==> src/rtl/pulse_rate_pkg.sv <==
// Shared definitions for the programmable tick generator: FSM state encodings
// and the default period width.
package pulse_rate_pkg;

    localparam int DEFAULT_WIDTH = 26;

    typedef enum logic [1:0] {
        ST_IDLE  = 2'd0,
        ST_RUN   = 2'd1,
        ST_PAUSE = 2'd2
    } state_t;

endpackage

==> src/rtl/rate_down_counter.sv <==
// Loadable down-counter with clear, count enable and a zero flag.
// Priority is reset > clear > load > enable.
module rate_down_counter
    import pulse_rate_pkg::*;
#(
    parameter int WIDTH = DEFAULT_WIDTH
) (
    input  logic             i_clk,
    input  logic             i_rst,
    input  logic             i_clr,
    input  logic             i_load,
    input  logic             i_en,
    input  logic [WIDTH-1:0] i_load_val,
    output logic             o_zero
);

    localparam logic [WIDTH-1:0] ONE = {{(WIDTH-1){1'b0}}, 1'b1};

    logic [WIDTH-1:0] r_count;

    always_ff @(posedge i_clk) begin
        if (i_rst || i_clr) begin
            r_count <= '0;
        end else if (i_load) begin
            r_count <= i_load_val;
        end else if (i_en) begin
            r_count <= r_count - ONE;
        end
    end

    assign o_zero = (r_count == '0);

endmodule

==> src/rtl/pulse_rate_gen.sv <==
// Programmable periodic tick generator with pause, stop and one-shot modes;
// counts issued ticks since the last start.
module pulse_rate_gen
    import pulse_rate_pkg::*;
#(
    parameter int WIDTH = DEFAULT_WIDTH
) (
    input  logic             clk,
    input  logic             reset,
    input  logic             start,
    input  logic             stop,
    input  logic             pause,
    input  logic             one_shot,
    input  logic             period_load,
    input  logic [WIDTH-1:0] period_in,
    output logic             tick,
    output logic [1:0]       state,
    output logic [7:0]       tick_count
);

    localparam logic [WIDTH-1:0] ONE = {{(WIDTH-1){1'b0}}, 1'b1};

    state_t           r_state, w_state_nxt;
    logic [WIDTH-1:0] r_active, w_active_nxt;
    logic [WIDTH-1:0] r_pending, w_pend_nxt;
    logic             r_one_shot, w_one_shot_nxt;
    logic             r_tick, w_tick_nxt;
    logic [7:0]       r_tick_count, w_tick_count_nxt;
    logic             w_cnt_clr, w_cnt_load, w_cnt_en, w_cnt_zero;
    logic [WIDTH-1:0] w_load_val;

    // A period of 0 behaves like 1, so both reload the counter with 0.
    function automatic logic [WIDTH-1:0] reload_value(input logic [WIDTH-1:0] p);
        return (p == '0) ? '0 : p - ONE;
    endfunction

    always_comb begin
        w_pend_nxt       = period_load ? period_in : r_pending;
        w_load_val       = reload_value(w_pend_nxt);
        w_state_nxt      = r_state;
        w_active_nxt     = r_active;
        w_one_shot_nxt   = r_one_shot;
        w_tick_nxt       = 1'b0;
        w_tick_count_nxt = r_tick_count;
        w_cnt_clr        = 1'b0;
        w_cnt_load       = 1'b0;
        w_cnt_en         = 1'b0;

        if (stop) begin
            w_state_nxt = ST_IDLE;
            w_cnt_clr   = 1'b1;
        end else if (start) begin
            w_state_nxt      = ST_RUN;
            w_active_nxt     = w_pend_nxt;
            w_cnt_load       = 1'b1;
            w_tick_count_nxt = 8'd0;
            w_one_shot_nxt   = one_shot;
        end else begin
            case (r_state)
                ST_IDLE: begin
                    w_active_nxt = w_pend_nxt;
                    w_cnt_clr    = 1'b1;
                end
                ST_RUN, ST_PAUSE: begin
                    if (pause) begin
                        w_state_nxt = ST_PAUSE;
                    end else begin
                        // Leaving PAUSE counts on the same edge, so a pause of
                        // N edges delays the next tick by exactly N cycles.
                        w_state_nxt = ST_RUN;
                        if (w_cnt_zero) begin
                            w_tick_nxt       = 1'b1;
                            w_tick_count_nxt = r_tick_count + 8'd1;
                            w_active_nxt     = w_pend_nxt;
                            if (r_one_shot) begin
                                w_state_nxt = ST_IDLE;
                                w_cnt_clr   = 1'b1;
                            end else begin
                                w_cnt_load = 1'b1;
                            end
                        end else begin
                            w_cnt_en = 1'b1;
                        end
                    end
                end
                default: begin
                    w_state_nxt = ST_IDLE;
                    w_cnt_clr   = 1'b1;
                end
            endcase
        end
    end

    always_ff @(posedge clk) begin
        if (reset) begin
            r_state      <= ST_IDLE;
            r_active     <= ONE;
            r_pending    <= ONE;
            r_one_shot   <= 1'b0;
            r_tick       <= 1'b0;
            r_tick_count <= 8'd0;
        end else begin
            r_state      <= w_state_nxt;
            r_active     <= w_active_nxt;
            r_pending    <= w_pend_nxt;
            r_one_shot   <= w_one_shot_nxt;
            r_tick       <= w_tick_nxt;
            r_tick_count <= w_tick_count_nxt;
        end
    end

    rate_down_counter #(.WIDTH(WIDTH)) u_counter (
        .i_clk      (clk),
        .i_rst      (reset),
        .i_clr      (w_cnt_clr),
        .i_load     (w_cnt_load),
        .i_en       (w_cnt_en),
        .i_load_val (w_load_val),
        .o_zero     (w_cnt_zero)
    );

    assign tick       = r_tick;
    assign state      = r_state;
    assign tick_count = r_tick_count;

endmodule
==> config.mk <==
export PLATFORM = sky130hd
export DESIGN_NAME = pulse_rate_gen
export DESIGN_NICKNAME = d
export VERILOG_FILES = /design/src/rtl/pulse_rate_pkg.sv /design/src/rtl/rate_down_counter.sv /design/src/rtl/pulse_rate_gen.sv
export SDC_FILE = /design/constraint.sdc
export NUM_CORES = 1
export LEC_CHECK = 0
export BUFFER_PORTS_ARGS = -buffer_cell sky130_fd_sc_hd__buf_2
export CAP_MARGIN = 20
export CORE_MARGIN = 2
export CORE_UTILIZATION = 34
export CTS_CLUSTER_DIAMETER = 50
export DETAILED_ROUTE_END_ITERATION = 10
export GPL_ROUTABILITY_DRIVEN = 1
export PLACE_DENSITY = 0.52
export SYNTH_ARGS = -nofsm -noshare
export SYNTH_HDL_FRONTEND = slang
export SYNTH_SLANG_ARGS = --single-unit
==> constraint.sdc <==
create_clock -name clk -period 9.56 [get_ports clk]
set_input_delay 1.434 -clock clk [delete_from_list [all_inputs] [get_ports clk]]
set_output_delay 1.434 -clock clk [all_outputs]
set_load 0.1 [all_outputs]
== Word-level counts from Yosys, hierarchy flattened ==
Index checks and enable logic that the tools add are counted.

* Input bits: 33
* Register bits: 64
* Output and inout port bits: 11
* Logic and storage cells: 60

* Muxes and demuxes: 31
* Bitwise logic cells: 2
* Add/subtract/negate cells: 3
* Eq/ne operators: 4
* Reductions and logical operators: 13

{| class="wikitable"
|+ Operator list
! operator !! count
|-
| $mux 26 || 4
|-
| $logic_not 26->1 || 2
|-
| $sub 26x1->26 const B || 2
|-
| $mux 8 || 4
|-
| $mux 1 || 21
|-
| $add 8x1->8 const B || 1
|-
| $reduce_bool 2->1 || 3
|-
| $reduce_or 5->1 || 1
|-
| $ne 2x2->1 const B || 2
|-
| $pmux 2 s2 || 1
|-
| $reduce_and 4->1 || 1
|-
| $reduce_or 2->1 || 2
|-
| $reduce_or 3->1 || 1
|-
| $eq 2x1->1 const B || 1
|-
| $eq 2x2->1 const B || 1
|-
| $logic_not 2->1 || 1
|-
| $mux 2 || 1
|-
| $not 1->1 || 2
|-
| $reduce_and 2->1 || 1
|-
| $logic_or 1x1->1 || 1
|}

== Longest topological paths before layout ==
Gate-level depths: netlist (run 1).

* Depth after elaboration: 8
* Depth in mapped cells: 12
* Mapped depth without buffers: 8

== By module ==
From an unflattened synthesis (run 1), not the netlist that was laid out.

* Cell total of the unflattened synthesis: 467
* Area total of the unflattened synthesis: 3812.4 um^2

{| class="wikitable"
|+ Modules (own cells, without submodules)
! module !! times used !! area each (um^2) !! cells an instance !! sequential area each (um^2)
|-
| pulse_rate_gen || 1 || 2369.8 || 292 || 760.7
|-
| rate_down_counter || 1 || 1442.6 || 175 || 520.5
|}

== Worst setup path after synthesis (run 1) ==
OpenSTA, ideal clock, no wires.

* Kind: in2reg
* Start point: input period_load
* End point: register u_counter.r_count[0]
* Buffers on the path: 5
* Slack: 5.467 ns
* Required time: 9.432 ns
* Arrival: 3.964 ns
* Cell stages on the path: 12
* Path through: buf_4 > buf_4 > clkbuf_1 > buf_1 > mux2i_1 > ha_1 > o211a_1 > and3_1 > a211oi_2 > buf_2 > a221oi_1 > a211oi_1

* Longest elaborated chain between the ends: 4
* Elaborated cells between the ends (all ways): 5
* Those cells by class: add/sub: 1; mux: 3; reduce/logical: 1

{| class="wikitable"
|+ Ends and longest elaborated chain
! what !! RTL line !! source
|-
| from (decl) || pulse_rate_gen.sv:14 || <nowiki>input logic period_load,</nowiki>
|-
| $mux 26 (*) || pulse_rate_gen.sv:38 || <nowiki>w_pend_nxt = period_load ? period_in : r_pending;</nowiki>
|-
| $sub 26x1->26 or $logic_not 26->1 (tied branches) || pulse_rate_gen.sv:34 || <nowiki>return (p == '0) ? '0 : p - ONE;</nowiki>
|-
| $mux 26 (*) || pulse_rate_gen.sv:34 ||
|-
| $mux 26 (*) || rate_down_counter.sv:24 || <nowiki>end else if (i_load) begin</nowiki>
|-
| to (signal assigned) || rate_down_counter.sv:25 || <nowiki>r_count <= i_load_val;</nowiki>
|-
| to (signal assigned) || rate_down_counter.sv:27 || <nowiki>r_count <= r_count - ONE;</nowiki>
|-
| to (decl) || rate_down_counter.sv:19 || <nowiki>logic [WIDTH-1:0] r_count;</nowiki>
|}

Every way passes the cells marked *; elsewhere a longest branch is shown, timed or not.
A chain may end at the register's enable or synchronous reset.

== Final worst setup path (run 1) ==
Ends and elaborated chain as after synthesis.

==> metrics.txt, run 1 <==
FP Rows 39; Post-Syn Nets between 500 and 600; Final TNS setup 0 ps; sequential share of the synthesized area 31.5%; Antenna Nets Post-Route 0; die area 0.0128 mm²; fmax 0.250 GHz; Worst setup SP type primary input; I/O Pins 44; crit-path max FO 63; Worst-Margin Slew about 1100 ps; final instance area 0.00464 mm²; initial antenna violation count 0; Initial DRC Count between 150 and 200; Pwr Total ~0.76 mW; Mapped Area roughly 0.0041 mm²; number of global-route vias before repair 3694; status completed; share of cells above drive strength 1 15.2%; RSZ-0062 raised after global routing false; final cell count without fillers ~680; min Tclk post-route roughly 4000 ps; Leakage between 1.5 and 2 nW; largest net degree at the start of global routing 64; ys async rst share 0%; Total GRT Usage 18.3%; via count 3896; post-synth top area cell dfxtp_1; EDFF count, synth 0; Yosys top cell area share 31.5%; post-route worst setup slack approximately 5600 ps; Final Core Density 40.3%; leading post-synthesis cells by cell area dfxtp_1 32%, mux2i_1 7.4%, nor2_1 6.5%; GPL Wtd Cong roughly 0.85; HP Class reg2reg; met3 Use GR between 4 and 5%; die height between 100 and 150 µm; port bufs 43; DRC errors left 0; CTS sink cnt 64; CP endpoint kind flip-flop; Bufs on Longest Clock Path 2; CORE AREA 0.0115 mm²; CP Data Arrival Time roughly 4200 ps; met2 Resource Use GR approximately 27%; total grt overflow 0; count of final hold-check violations 0; Max Clock Skew 8.77 ps; die width 113 µm; Netlist cell types 65; Starting Density between 30% and 40%; post-synthesis register bit count between 60 and 70; top_reg_cell synth dfxtp_1; first-pass GRT wire length around 19000 µm; clk slew on worst S/H paths 50 ps; WL final between 10000 and 15000 µm; Num CTS Buffers 9; GR met1 Demand/Resource around a quarter; normalized max-slew margin about 24%; drt pass-1 iters 5; VDD IR max a little over 0.1 mV; Layout area overhead 14.1%; root buffer cell clkbuf_16; vias per std cell slightly below 6; Worst-Skew Late Latency roughly 340 ps; Mean Syn Cell Area ~8 µm²; Post-CTS Setup Bufs 0; most common cell after layout, fill and taps aside nor2_1; Max-Cap Viols 0; Synth Instances 502; htree depth 3; Nets ~570; busiest grt layer met2; area post-placement 0.00434 mm²; WL/cell about 17 µm; Resized cells post-CTS 0; # hold bufs at CTS 0; cells on worst reg2reg path 8; most frequent cells in the layout 70 x nor2_1, 64 x dfxtp_1, 43 x buf_2, 30 x mux2i_1, 23 x nor3_1; Fill cells ~1200; Place WS roughly 5200 ps; Required @ worst endpoint roughly 9700 ps; Hold WS 475 ps; Detailed Place HPWL ~8100 µm; Crit Path Class in2reg; Hold Path Depth 2; Inst Count DP around 660; Pins Over Slew Limit 0; final worst-path cycle share 41.9%; cell area power density roughly 160 mW/mm²; Ant. Diodes 0; yosys warns 0; CTS tree done; Final setup viols 0
[power by group]
group	internal (mW)	switching (mW)	total [mW]	leakage, nW
sequential	0.276	0.00777	0.284	0.522
combinational	0.0522	0.0895	0.142	1.08
clock	0.215	0.119	0.335	0.150
[final cells by class]
type                            instances  area (µm²)  area share [%]
Inverter                               11        41.3           0.891
Clock buffer                           13         260            5.61
Multi-Input combinational cell        395        2600            56.0
Tap cell                              143         179            3.86
Sequential cell                        64        1280            27.6
Timing Repair Buffer                   46         238            5.13
Clock inverter                          3        40.0           0.864
[cells in the mapped netlist, types with 3 or more instances]
| master | number |
|---|---|
| a211oi_1 | 4 |
| a21oi_1 | 21 |
| a22oi_1 | 6 |
| a31oi_1 | 9 |
| a32oi_1 | 7 |
| and3_1 | 5 |
| buf_1 | 3 |
| buf_2 | 9 |
| buf_4 | 3 |
| clkbuf_1 | 17 |
| dfxtp_1 | 64 |
| ha_1 | 5 |
| inv_1 | 11 |
| mux2i_1 | 30 |
| nand2_1 | 21 |
| nand2b_1 | 7 |
| nand3_1 | 15 |
| nand4_1 | 4 |
| nor2_1 | 70 |
| nor2b_1 | 3 |
| nor3_1 | 23 |
| nor3b_1 | 4 |
| nor4_1 | 21 |
| nor4b_1 | 6 |
| o2111ai_1 | 4 |
| o211ai_1 | 3 |
| o21ai_0 | 11 |
| o21ai_1 | 7 |
| o221ai_1 | 6 |
| o22ai_1 | 5 |
| o31ai_1 | 4 |
| o32ai_1 | 3 |
| or2_2 | 6 |
| or3_1 | 9 |
| or4_1 | 9 |
| or4b_1 | 3 |
| xnor2_1 | 13 |
| xor2_1 | 13 |
[registers in the layout, summed over array words and instances, names as in the netlist]
name	count
state	2
r_pending	26
u_counter.r_count	26
r_one_shot	1
tick_count	8
tick	1
[per-layer routing]
layer / wire, µm / vias to the layer above
met5: 0 / -
met4: 163 / 0
met3: 571 / 15
met2: 4900 / 112
met1: 5790 / 1815
li1: - / 1954
[critical path, cell delays in order]
cell and delay [ps]:
buf_2 80, buf_4 560, or4b_1 540, a222oi_1 560, and3_1 330, a211oi_2 90
buf_4 240, a221oi_1 260, a211oi_1 80
[cells by family after synthesis]
kind of cell / count (synthesis) / share of synthesized area [%]
mux: 32 / 7.95
xor+xnor: 26 / 5.61
buf+inv: 43 / 4.53
fa+ha+maj: 5 / 1.54
compound gates: 107 / 18.4
simple gates: 225 / 30.5
flops: 64 / 31.5
[worst paths after layout]
path,startpoint,end,slack (ps)
worst max-delay path,period_load,u_counter.r_count[0],5560
worst min-delay path,tick_count[7],tick_count[7],470
worst max register to register,u_counter.r_count[0],u_counter.r_count[11],5810
worst min register to register,tick_count[7],tick_count[7],470
Power figures use the tool's default switching activity.
==> run 2: changes to the inputs <==
==> constraint.sdc (replaced) <==
create_clock -name clk -period 4 [get_ports clk]
set_input_delay 0.6 -clock clk [delete_from_list [all_inputs] [get_ports clk]]
set_output_delay 0.6 -clock clk [all_outputs]
set_load 0.1 [all_outputs]
==> metrics.txt, run 2 (synthesis gave the netlist of run 1 again) <==
DRC errors left 0 (unchanged); Antenna Nets Post-Route 0 (unchanged); count of final hold-check violations 0 (unchanged); Switching Fraction 29.5% (was 28.5%); cells on worst reg2reg path 7 (was 8); Comb power frac 19.7% (was 18.6%); vias per std cell 5.83 (was 5.77); Worst-Skew Late Latency 350 ps (was 340 ps); CORE AREA 0.0115 mm² (unchanged); most common cell after layout, fill and taps aside nor2_1 (unchanged); Crit Path Class reg2reg (was in2reg); port bufs 43 (unchanged); die width 113 µm (unchanged); number of global-route vias before repair 3681 (was 3694); Post-CTS Setup Bufs 0 (unchanged); Pins Over Slew Limit 0 (unchanged); min-delay src tick_count[7] (unchanged); CTS tree done (unchanged); reg2reg start u_counter.r_count[14] (was u_counter.r_count[0]); RSZ-0062 raised after global routing false (unchanged); CTS sink cnt 64 (unchanged); final worst-path cycle share between 80% and 90%; GPL Wtd Cong 0.886 (was 0.848); fmax roughly 0.31 GHz; cell area power density 382 mW/mm² (was 164 mW/mm²); VDD IR max 0.271 mV (was 0.103 mV); Layout area overhead 15.0% (was 14.1%); Hold WS 479 ps (was 475 ps); initial antenna violation count 0 (unchanged); crit-path max FO 15 (was 63); Worst setup SP type flip-flop (was primary input); Fill cells 1200 (was 1183); Num CTS Buffers 9 (unchanged); first-pass GRT wire length 19000 µm (was 18800 µm); Final TNS setup 0 ps (unchanged); # hold bufs at CTS 0 (unchanged); drt pass-1 iters 4 (was 5); HP Class reg2reg (unchanged); CP Data Arrival Time 3520 ps (was 4180 ps); final instance area 0.00467 mm² (was 0.00464 mm²); I/O Pins 44 (unchanged); Max-Cap Viols 0 (unchanged); status completed (unchanged); WL/cell 17.3 µm (was 16.9 µm); Leakage 1.78 nW (was 1.76 nW); Crit. Startpoint u_counter.r_count[14] (was period_load); die area 0.0128 mm² (unchanged); via count 3963 (was 3896); htree depth 3 (unchanged); Int Pwr 1.26 mW (was 0.544 mW); CP endpoint kind flip-flop (unchanged); Required @ worst endpoint 4260 ps (was 9740 ps); Nets 570 (was 565); Starting Density 35.3% (unchanged); Total GRT Usage 18.8% (was 18.3%); Max Clock Skew 8.00 ps (was 8.77 ps); Bufs on Longest Clock Path 2 (unchanged); most frequent cells in the layout 70 x nor2_1, 64 x dfxtp_1, 43 x buf_2, 30 x mux2i_1, 23 x nor3_1 (unchanged); total grt overflow 0 (unchanged); root buffer cell clkbuf_16 (unchanged); share of cells above drive strength 1 16.2% (was 15.2%); Initial DRC Count 267 (was 199); CP Capture Point u_counter.r_count[16] (was u_counter.r_count[0]); FP Rows 39 (unchanged); Worst R2R End u_counter.r_count[16] (was u_counter.r_count[11]); Detailed Place HPWL 8520 µm (was 8130 µm); sw power 0.526 mW (was 0.217 mW); reg2reg setup slack 730 ps (was 5810 ps); WL final 11800 µm (was 11400 µm); min Tclk post-route ~3300 ps; normalized max-slew margin 29.2% (was 24.2%); largest net degree at the start of global routing 43 (was 64); area post-placement 0.00439 mm² (was 0.00434 mm²); Flop pwr share 38.0% (was 37.4%); Worst-Margin Slew 1060 ps (was 1130 ps); Ant. Diodes 0 (unchanged); clk slew on worst S/H paths 60 ps (was 50 ps); die height 113 µm (unchanged); clock share of power 42.3% (was 44.0%); Resized cells post-CTS 0 (unchanged); Final setup viols 0 (unchanged)
==> run 2: area by class of cell <==
class | instances | area (µm²) | area share, %
Inverter | 11 | 41.3 | 0.884
Timing Repair Buffer | 51 | 288 | 6.16
Clock inverter | 3 | 15.0 | 0.321
Clock buffer | 13 | 270 | 5.79
Multi-Input combinational cell | 395 | 2600 | 55.6
Sequential cell | 64 | 1280 | 27.4
Tap cell | 143 | 179 | 3.83
==> run 2: stage by stage <==
step	setup slack, ps	cells	power (mW)	utilization (%)
2_1_floorplan	741	502	0.940	-
3_3_place_gp	685	664	1.03	38.1
3_5_place_dp	681	664	1.04	38.1
4_1_cts	783	680	1.80	40.6
5_1_grt	448	680	1.87	40.6
6_report	731	680	1.78	40.6
==> run 2: worst min path at each step <==
stage	end	slack [ps]	cells past startpoint
6_report	tick_count[7]	480	2
5_1_grt	r_one_shot	510	3
4_1_cts	tick_count[7]	480	2
3_5_place_dp	tick_count[7]	480	2
3_3_place_gp	tick_count[7]	460	2
2_1_floorplan	r_pending[17]	470	2
==> run 2: power by group through the flow <==
stage	registers [mW]	clock network, mW	logic, mW
2_1_floorplan	0.692	0	0.248
3_3_place_gp	0.691	0	0.343
3_5_place_dp	0.691	0	0.345
4_1_cts	0.678	0.775	0.346
5_1_grt	0.681	0.803	0.384
6_report	0.678	0.755	0.351
==> run 2: per-layer routing <==
metal | wire (µm) | track usage [%] | part of all wire, %
met1 | 5730 | 25.8 | 49
met2 | 5120 | 28.7 | 44
met3 | 675 | 3.43 | 5.7
met4 | 238 | 8.21 | 2.0
met5 | 0 | 0 | 0
==> run 2: critical path, stage by stage, from the launching register on <==
cell,delay (ps)
dfxtp_1,360
or4_4,580
nor4bb_1,300
buf_4,190
a31oi_1,210
a211oi_2,890
nand2b_1,310
o32ai_1,330
